$ cat src/rtl/lcd_bus_receiver_if.sv
// rtl/lcd_bus_receiver_if.sv - HD44780-style parallel bus between display driver and receiver
interface lcd_bus_receiver_if;
  logic       RS;
  logic       RW;
  logic       E;
  logic [7:0] DB;
  logic [7:0] DB_out;
  logic       DB_oe;

  modport master (output RS, RW, E, DB, input DB_out, DB_oe);
  modport slave  (input RS, RW, E, DB, output DB_out, DB_oe);
endinterface

$ cat src/rtl/lcd_bus_receiver.sv
// rtl/lcd_bus_receiver.sv - character LCD controller model: decodes bus writes into a 2x16 DDRAM
module lcd_bus_receiver #(
  parameter int BUSY_CYCLES       = 2000,
  parameter int CLEAR_BUSY_CYCLES = 82000
) (
  input  logic                clock50MHz,
  input  logic                reset,
  lcd_bus_receiver_if.slave   bus,
  input  logic [4:0]          rd_addr,
  output logic [7:0]          rd_data,
  output logic [4:0]          cursor,
  output logic                display_on,
  output logic                busy,
  output logic                wr_strobe,
  output logic                protocol_err
);
  localparam int MAXC = (CLEAR_BUSY_CYCLES > BUSY_CYCLES) ? CLEAR_BUSY_CYCLES : BUSY_CYCLES;
  localparam int CW   = $clog2(MAXC + 1);

  typedef enum logic [1:0] {IDLE, EXEC, CLEAR, WAIT} state_t;
  state_t state, state_nx;

  logic          rs_s1, rs_s2, rw_s1, rw_s2, e_s1, e_s2, e_s3;
  logic [7:0]    db_s1, db_s2;
  logic          e_fall, wr_accept, id;
  logic          cmd_clear, cmd_long;
  logic [4:0]    fill_idx;
  logic [CW-1:0] cnt;
  logic [7:0]    ddram [32];

  always_ff @(posedge clock50MHz) begin
    if (reset) begin
      {rs_s1, rs_s2, rw_s1, rw_s2, e_s1, e_s2, e_s3} <= '0;
      db_s1 <= '0;
      db_s2 <= '0;
    end else begin
      rs_s1 <= bus.RS;  rs_s2 <= rs_s1;
      rw_s1 <= bus.RW;  rw_s2 <= rw_s1;
      e_s1  <= bus.E;   e_s2  <= e_s1;  e_s3 <= e_s2;
      db_s1 <= bus.DB;  db_s2 <= db_s1;
    end
  end

  assign e_fall    = e_s3 & ~e_s2;
  assign busy      = (state != IDLE);
  assign wr_accept = e_fall & ~rw_s2 & ~busy;

  always_ff @(posedge clock50MHz) begin
    if (reset) state <= CLEAR;
    else       state <= state_nx;
  end

  always_comb begin
    state_nx = state;
    case (state)
      IDLE:    if (wr_accept) state_nx = EXEC;
      EXEC:    state_nx = cmd_clear ? CLEAR : WAIT;
      CLEAR:   if (fill_idx == 5'd31) state_nx = WAIT;
      WAIT:    if (cnt <= CW'(1)) state_nx = IDLE;
      default: state_nx = IDLE;
    endcase
  end

  always_ff @(posedge clock50MHz) begin
    if (reset) begin
      cursor       <= '0;
      id           <= 1'b1;
      display_on   <= 1'b0;
      protocol_err <= 1'b0;
      wr_strobe    <= 1'b0;
      cmd_clear    <= 1'b0;
      cmd_long     <= 1'b0;
      fill_idx     <= '0;
      cnt          <= CW'(CLEAR_BUSY_CYCLES - 1);
      bus.DB_oe    <= 1'b0;
      bus.DB_out   <= '0;
    end else begin
      wr_strobe <= wr_accept;
      bus.DB_oe <= rw_s2 & e_s2;
      if (rw_s2 & e_s2) bus.DB_out <= rs_s2 ? ddram[cursor] : {busy, 2'b00, cursor};
      else              bus.DB_out <= '0;

      if (e_fall & ~rw_s2 & busy) protocol_err <= 1'b1;
      // data reads auto-advance the cursor and are allowed in any state
      if (e_fall & rw_s2 & rs_s2) cursor <= id ? cursor + 5'd1 : cursor - 5'd1;

      if (wr_accept) begin
        cmd_clear <= 1'b0;
        cmd_long  <= 1'b0;
        if (rs_s2) begin
          cursor <= id ? cursor + 5'd1 : cursor - 5'd1;
        end else begin
          casez (db_s2)
            8'b1???????: begin
              cursor <= {db_s2[6], db_s2[3:0]};
              if (db_s2[5:4] != 2'b00) protocol_err <= 1'b1;
            end
            8'b01??????: protocol_err <= 1'b1;
            8'b001?????: if (!db_s2[4]) protocol_err <= 1'b1;
            8'b0001????: ;
            8'b00001???: display_on <= db_s2[2];
            8'b000001??: begin
              id <= db_s2[1];
              if (db_s2[0]) protocol_err <= 1'b1;
            end
            8'b0000001?: begin
              cursor   <= '0;
              cmd_long <= 1'b1;
            end
            8'b00000001: begin
              cursor    <= '0;
              id        <= 1'b1;
              cmd_clear <= 1'b1;
              cmd_long  <= 1'b1;
            end
            default: ;
          endcase
        end
      end

      case (state)
        EXEC: begin
          cnt      <= cmd_long ? CW'(CLEAR_BUSY_CYCLES - 1) : CW'(BUSY_CYCLES - 1);
          fill_idx <= '0;
        end
        CLEAR: begin
          cnt      <= cnt - CW'(1);
          fill_idx <= fill_idx + 5'd1;
        end
        WAIT:    cnt <= cnt - CW'(1);
        default: ;
      endcase
    end
  end

  // single write port; the registered read returns the pre-write value on a collision
  always_ff @(posedge clock50MHz) begin
    rd_data <= ddram[rd_addr];
    if (!reset) begin
      if (state == CLEAR)         ddram[fill_idx] <= 8'h20;
      else if (wr_accept & rs_s2) ddram[cursor]   <= db_s2;
    end
  end
endmodule

$ cat src/flat_wrapper.sv
// flat-port wrapper written by rule: the top's interface ports become plain ports
module lcd_bus_receiver_flat 
#(
  parameter int BUSY_CYCLES       = 2000,
  parameter int CLEAR_BUSY_CYCLES = 82000
)
  (clock50MHz, reset, rd_addr, rd_data, cursor, display_on, busy, wr_strobe, protocol_err, bus_RS, bus_RW, bus_E, bus_DB, bus_DB_out, bus_DB_oe);
  lcd_bus_receiver_if bus_i ();
  input  logic clock50MHz;
  input  logic reset;
  input  logic [4:0] rd_addr;
  output logic [7:0] rd_data;
  output logic [4:0] cursor;
  output logic display_on;
  output logic busy;
  output logic wr_strobe;
  output logic protocol_err;
  input wire logic [$bits(bus_i.RS)-1:0] bus_RS;
  input wire logic [$bits(bus_i.RW)-1:0] bus_RW;
  input wire logic [$bits(bus_i.E)-1:0] bus_E;
  input wire logic [$bits(bus_i.DB)-1:0] bus_DB;
  output wire logic [$bits(bus_i.DB_out)-1:0] bus_DB_out;
  output wire logic [$bits(bus_i.DB_oe)-1:0] bus_DB_oe;
  assign bus_i.RS = bus_RS;
  assign bus_i.RW = bus_RW;
  assign bus_i.E = bus_E;
  assign bus_i.DB = bus_DB;
  assign bus_DB_out = bus_i.DB_out;
  assign bus_DB_oe = bus_i.DB_oe;
  lcd_bus_receiver #(.BUSY_CYCLES(BUSY_CYCLES), .CLEAR_BUSY_CYCLES(CLEAR_BUSY_CYCLES)) u_core (.clock50MHz(clock50MHz), .reset(reset), .bus(bus_i), .rd_addr(rd_addr), .rd_data(rd_data), .cursor(cursor), .display_on(display_on), .busy(busy), .wr_strobe(wr_strobe), .protocol_err(protocol_err));
endmodule
$ cat config.mk
export PLATFORM = sky130hd
export DESIGN_NAME = lcd_bus_receiver_flat
export DESIGN_NICKNAME = d
export VERILOG_FILES = /design/src/rtl/lcd_bus_receiver_if.sv /design/src/rtl/lcd_bus_receiver.sv /design/src/flat_wrapper.sv
export SDC_FILE = /design/constraint.sdc
export NUM_CORES = 1
export LEC_CHECK = 0
export ABC_AREA = 1
export CAP_MARGIN = 20
export CELL_PAD_IN_SITES_DETAIL_PLACEMENT = 0
export CELL_PAD_IN_SITES_GLOBAL_PLACEMENT = 1
export CORE_ASPECT_RATIO = 0.8
export CORE_MARGIN = 3
export CORE_UTILIZATION = 48
export CTS_CLUSTER_DIAMETER = 100
export DETAILED_ROUTE_END_ITERATION = 12
export PLACE_DENSITY = 0.87
export SETUP_SLACK_MARGIN = 0.4
export SLEW_MARGIN = 20
export SYNTH_ARGS = -nofsm -noshare
export SYNTH_HDL_FRONTEND = slang
export SYNTH_SLANG_ARGS = --single-unit
$ cat constraint.sdc
create_clock -name clock50MHz -period 2.77 [get_ports clock50MHz]
set_input_delay 0.6925 -clock clock50MHz [delete_from_list [all_inputs] [get_ports clock50MHz]]
set_output_delay 0.6925 -clock clock50MHz [all_outputs]
set_load 0.005 [all_outputs]
==> flow_summary.toml <==
[outcome]
status = "finished, final reports clean"

[pwr]
ir_worst_vdd_v = 0.000598
leakage_nw = 7.37
p_per_area_nw_per_um2 = 626
p_seq_share_pct = 46.9
p_switching_mw = 3.03
power.share.clock_pct = 40.3
cell_internal_pwr_mw = 8.91
swShare_pct = 25.4
finalPower_mw = 11.9
p_comb_share_pct = 12.8

[floorplan]
initial_core_util_pct = 49.4
row_count = 59
die_w_um = 212
dieHeight_um = 171
die_area_um2 = 36100
coreArea_um2 = 32900
io_pins = 44

[routing]
num_vias = 14263
drtIter0Drc = 1857
drcViolationCount = 0
routed_wl_mm = 53.0
avgRoutedWirePerCell_um = 22.0
antenna_left = 0
dr.pass1.iters = 6
vias_per_cell = 5.94

[cts]
clk_pin_slew_ns = 0.06
cts_hold_buf = 0
cts_buffers = 34
clock-root-buffer = "clkbuf_16"
cts_tree = "built"
cts_buffer_depth = 3
cts_htree_levels = 2
clk_latency_ns = 0.53
clock_sinks = 331

[synthesis]
yosysWarnings = 0
synthFlopType = "edfxtp_1"
muxShareOfSynthArea_pct = 0
synth-seq-area-share_pct = 56.5
synth_fa_ha_area_share_pct = 1.05
synth_compound_area_share_pct = 10.8
avgSynthCellArea_um2 = 8.59
synthCells = 1894
synth_simple_gate_area_share_pct = 25.9
synth_edf_count = 256
synth_top_family_by_area = "simple AND/OR/NAND/NOR gates"
syn_area_um2 = 16300
ys_seq_elements = 331
yosysTopAreaCellShare_pct = 47.3
postSynth.asyncResetShare_pct = 0
synth_most_common_cell = "nand2_1"
synth_xor_area_share_pct = 0.539
synth_top_cell_by_area = "edfxtp_1"
synth_nets = 1925
synthDistinctLibCells = 40
synth_common_cells = "nand2_1 (516), edfxtp_1 (256), nor2_1 (241)"
synth_area_leaders = "edfxtp_1 (47%), nand2_1 (12%), dfxtp_1 (9.2%)"

[critical_path]
worstPathRequired_ns = 2.08
path_class = "reg2out"
start_kind = "flip-flop"
endpoint_kind = "output pin"
worstPathMaxFanout = 11
arrival_ns = 1.65

[timing]
finalSetupViolations = 0
rsz0062_at_grt = "yes"
finalMaxSlewViolations = 0
max_freq_ghz = 0.427
tightest_slew_ns = 0.711
finalCritPeriodShare_pct = 84.5
slew_headroom_pct = 52.6
fin_crit_ns = 2.34
fin_skew_ns = 0.0137
final-hold-violation-count = 0

[place]
dp.cells = 2335
dp_hpwl_mm = 33.8
port_buffers = 43
place_area_um2 = 17700
place_congestion = 0.876

[finish]
syn_to_final_growth_pct = 17.4
drive_gt1_share_pct = 9.87
finalInstanceArea_um2 = 19100
nNetsFinal = 1982
fillerInstances = 2829
stdcell_count = 2403

[global_routing]
antenna_found_initial = 1
grt_max_degree = 72
grt_pass1_vias = 13422
grtUsageTotal_pct = 29.3
grt_pass1_wl_mm = 80.4
overflow = 0

[worst_hold_path]
hp-class = "reg2reg"

[flow_run]
cap_violations = 0
-- logic make-up after synthesis --
| kind of cell | count (synthesis) |
|---|---|
| and+or+nand+nor | 1016 |
| DFF | 331 |
| AOI/OAI and AO/OA | 316 |
| buffers and inverters | 208 |
| adders and majority gates | 13 |
| xor gates and xnor gates | 10 |
-- power by group through the flow --
| stage | logic, mW | registers [mW] | clock network [mW] |
|---|---|---|---|
| 3_3_place_gp | 1.41 | 5.70 | 0 |
| 2_1_floorplan | 0.894 | 5.66 | 0 |
| 5_1_grt | 1.68 | 5.62 | 5.05 |
| 6_report | 1.52 | 5.61 | 4.81 |
| 4_1_cts | 1.47 | 5.60 | 4.86 |
| 3_5_place_dp | 1.44 | 5.70 | 0 |
-- timing repair --
action / CTS / global route
pin swaps: 1 / 0
gates resized for setup: 17 / 10
buffers inserted: 1 / 2
cloned: 4 / 0
endpoints found under the setup margin: 280 / 289
-- area by class of cell --
class,instances,area [um2],area share [%]
diodes,1,2.50,0.0131
clock buffers,48,1000,5.25
clock inverters,12,176,0.924
inverters,93,359,1.88
multi-input cells,1357,6350,33.3
flip-flops and latches,331,9200,48.2
well taps,427,534,2.80
repair buffers,134,1460,7.64
-- worst paths after layout --
kind | startpoint | endpoint | slack (ns) | cells after the start
min | u_core.db_s1[1] | u_core.db_s2[1] | 0.40 | 2
max | u_core.cursor[2] | cursor[2] | 0.43 | 2
max reg2reg | u_core.state[0] | u_core.ddram[20][0] | 0.48 | 8
min reg2reg | u_core.db_s1[1] | u_core.db_s2[1] | 0.40 | 2
-- routing by layer --
metal	up-vias	part of all wire, %	wire [um]	GRT usage [%]
met1	6745	41	21800	41.5
met5	-	0	0	0
met4	0	3.1	1650	9.43
li1	6560	-	-	-
met3	128	13	7090	9.77
met2	830	42	22400	42.8
-- worst max-delay path, stage by stage, from the launching register on --
cell and delay, ns:
dfxtp_1 0.36, buf_6 0.22, clkdlybuf4s50_1 0.53
-- state kept, by name, summed over array words and instances, names as in the netlist, 2 cells and up --
name and flops:
u_core.cnt 17, u_core.db_s2 8, u_core.bus.DB_out 8, u_core.ddram 256, u_core.rd_data 8, u_core.db_s1 8, u_core.cursor 5, u_core.state 2
u_core.fill_idx 5
-- placed cells by master (no fill, tap or decap), types with 40 or more instances in the layout --
cell type / netlist / final
inv_1: 86 / 82
clkdlybuf4s50_1: 0 / 40
buf_4: 0 / 66
dfxtp_1: 75 / 69
nand3_1: 228 / 226
nor2_1: 241 / 233
a21oi_1: 104 / 104
edfxtp_1: 256 / 256
nand2_1: 516 / 516
o21ai_0: 137 / 137
-- stage by stage --
stage          hold WS, ns  setup WS (ns)  util, %  setup TNS [ns]
6_report             0.403          0.430     58.0               0
5_1_grt              0.415          0.348     58.0               0
4_1_cts              0.405          0.264     57.8               0
3_5_place_dp         0.396         -0.162     53.7          -25.43
3_3_place_gp         0.391         -0.113     53.7          -15.42
2_1_floorplan        0.388          0.355        -               0
Note: power is estimated with default switching activity, not from simulation.
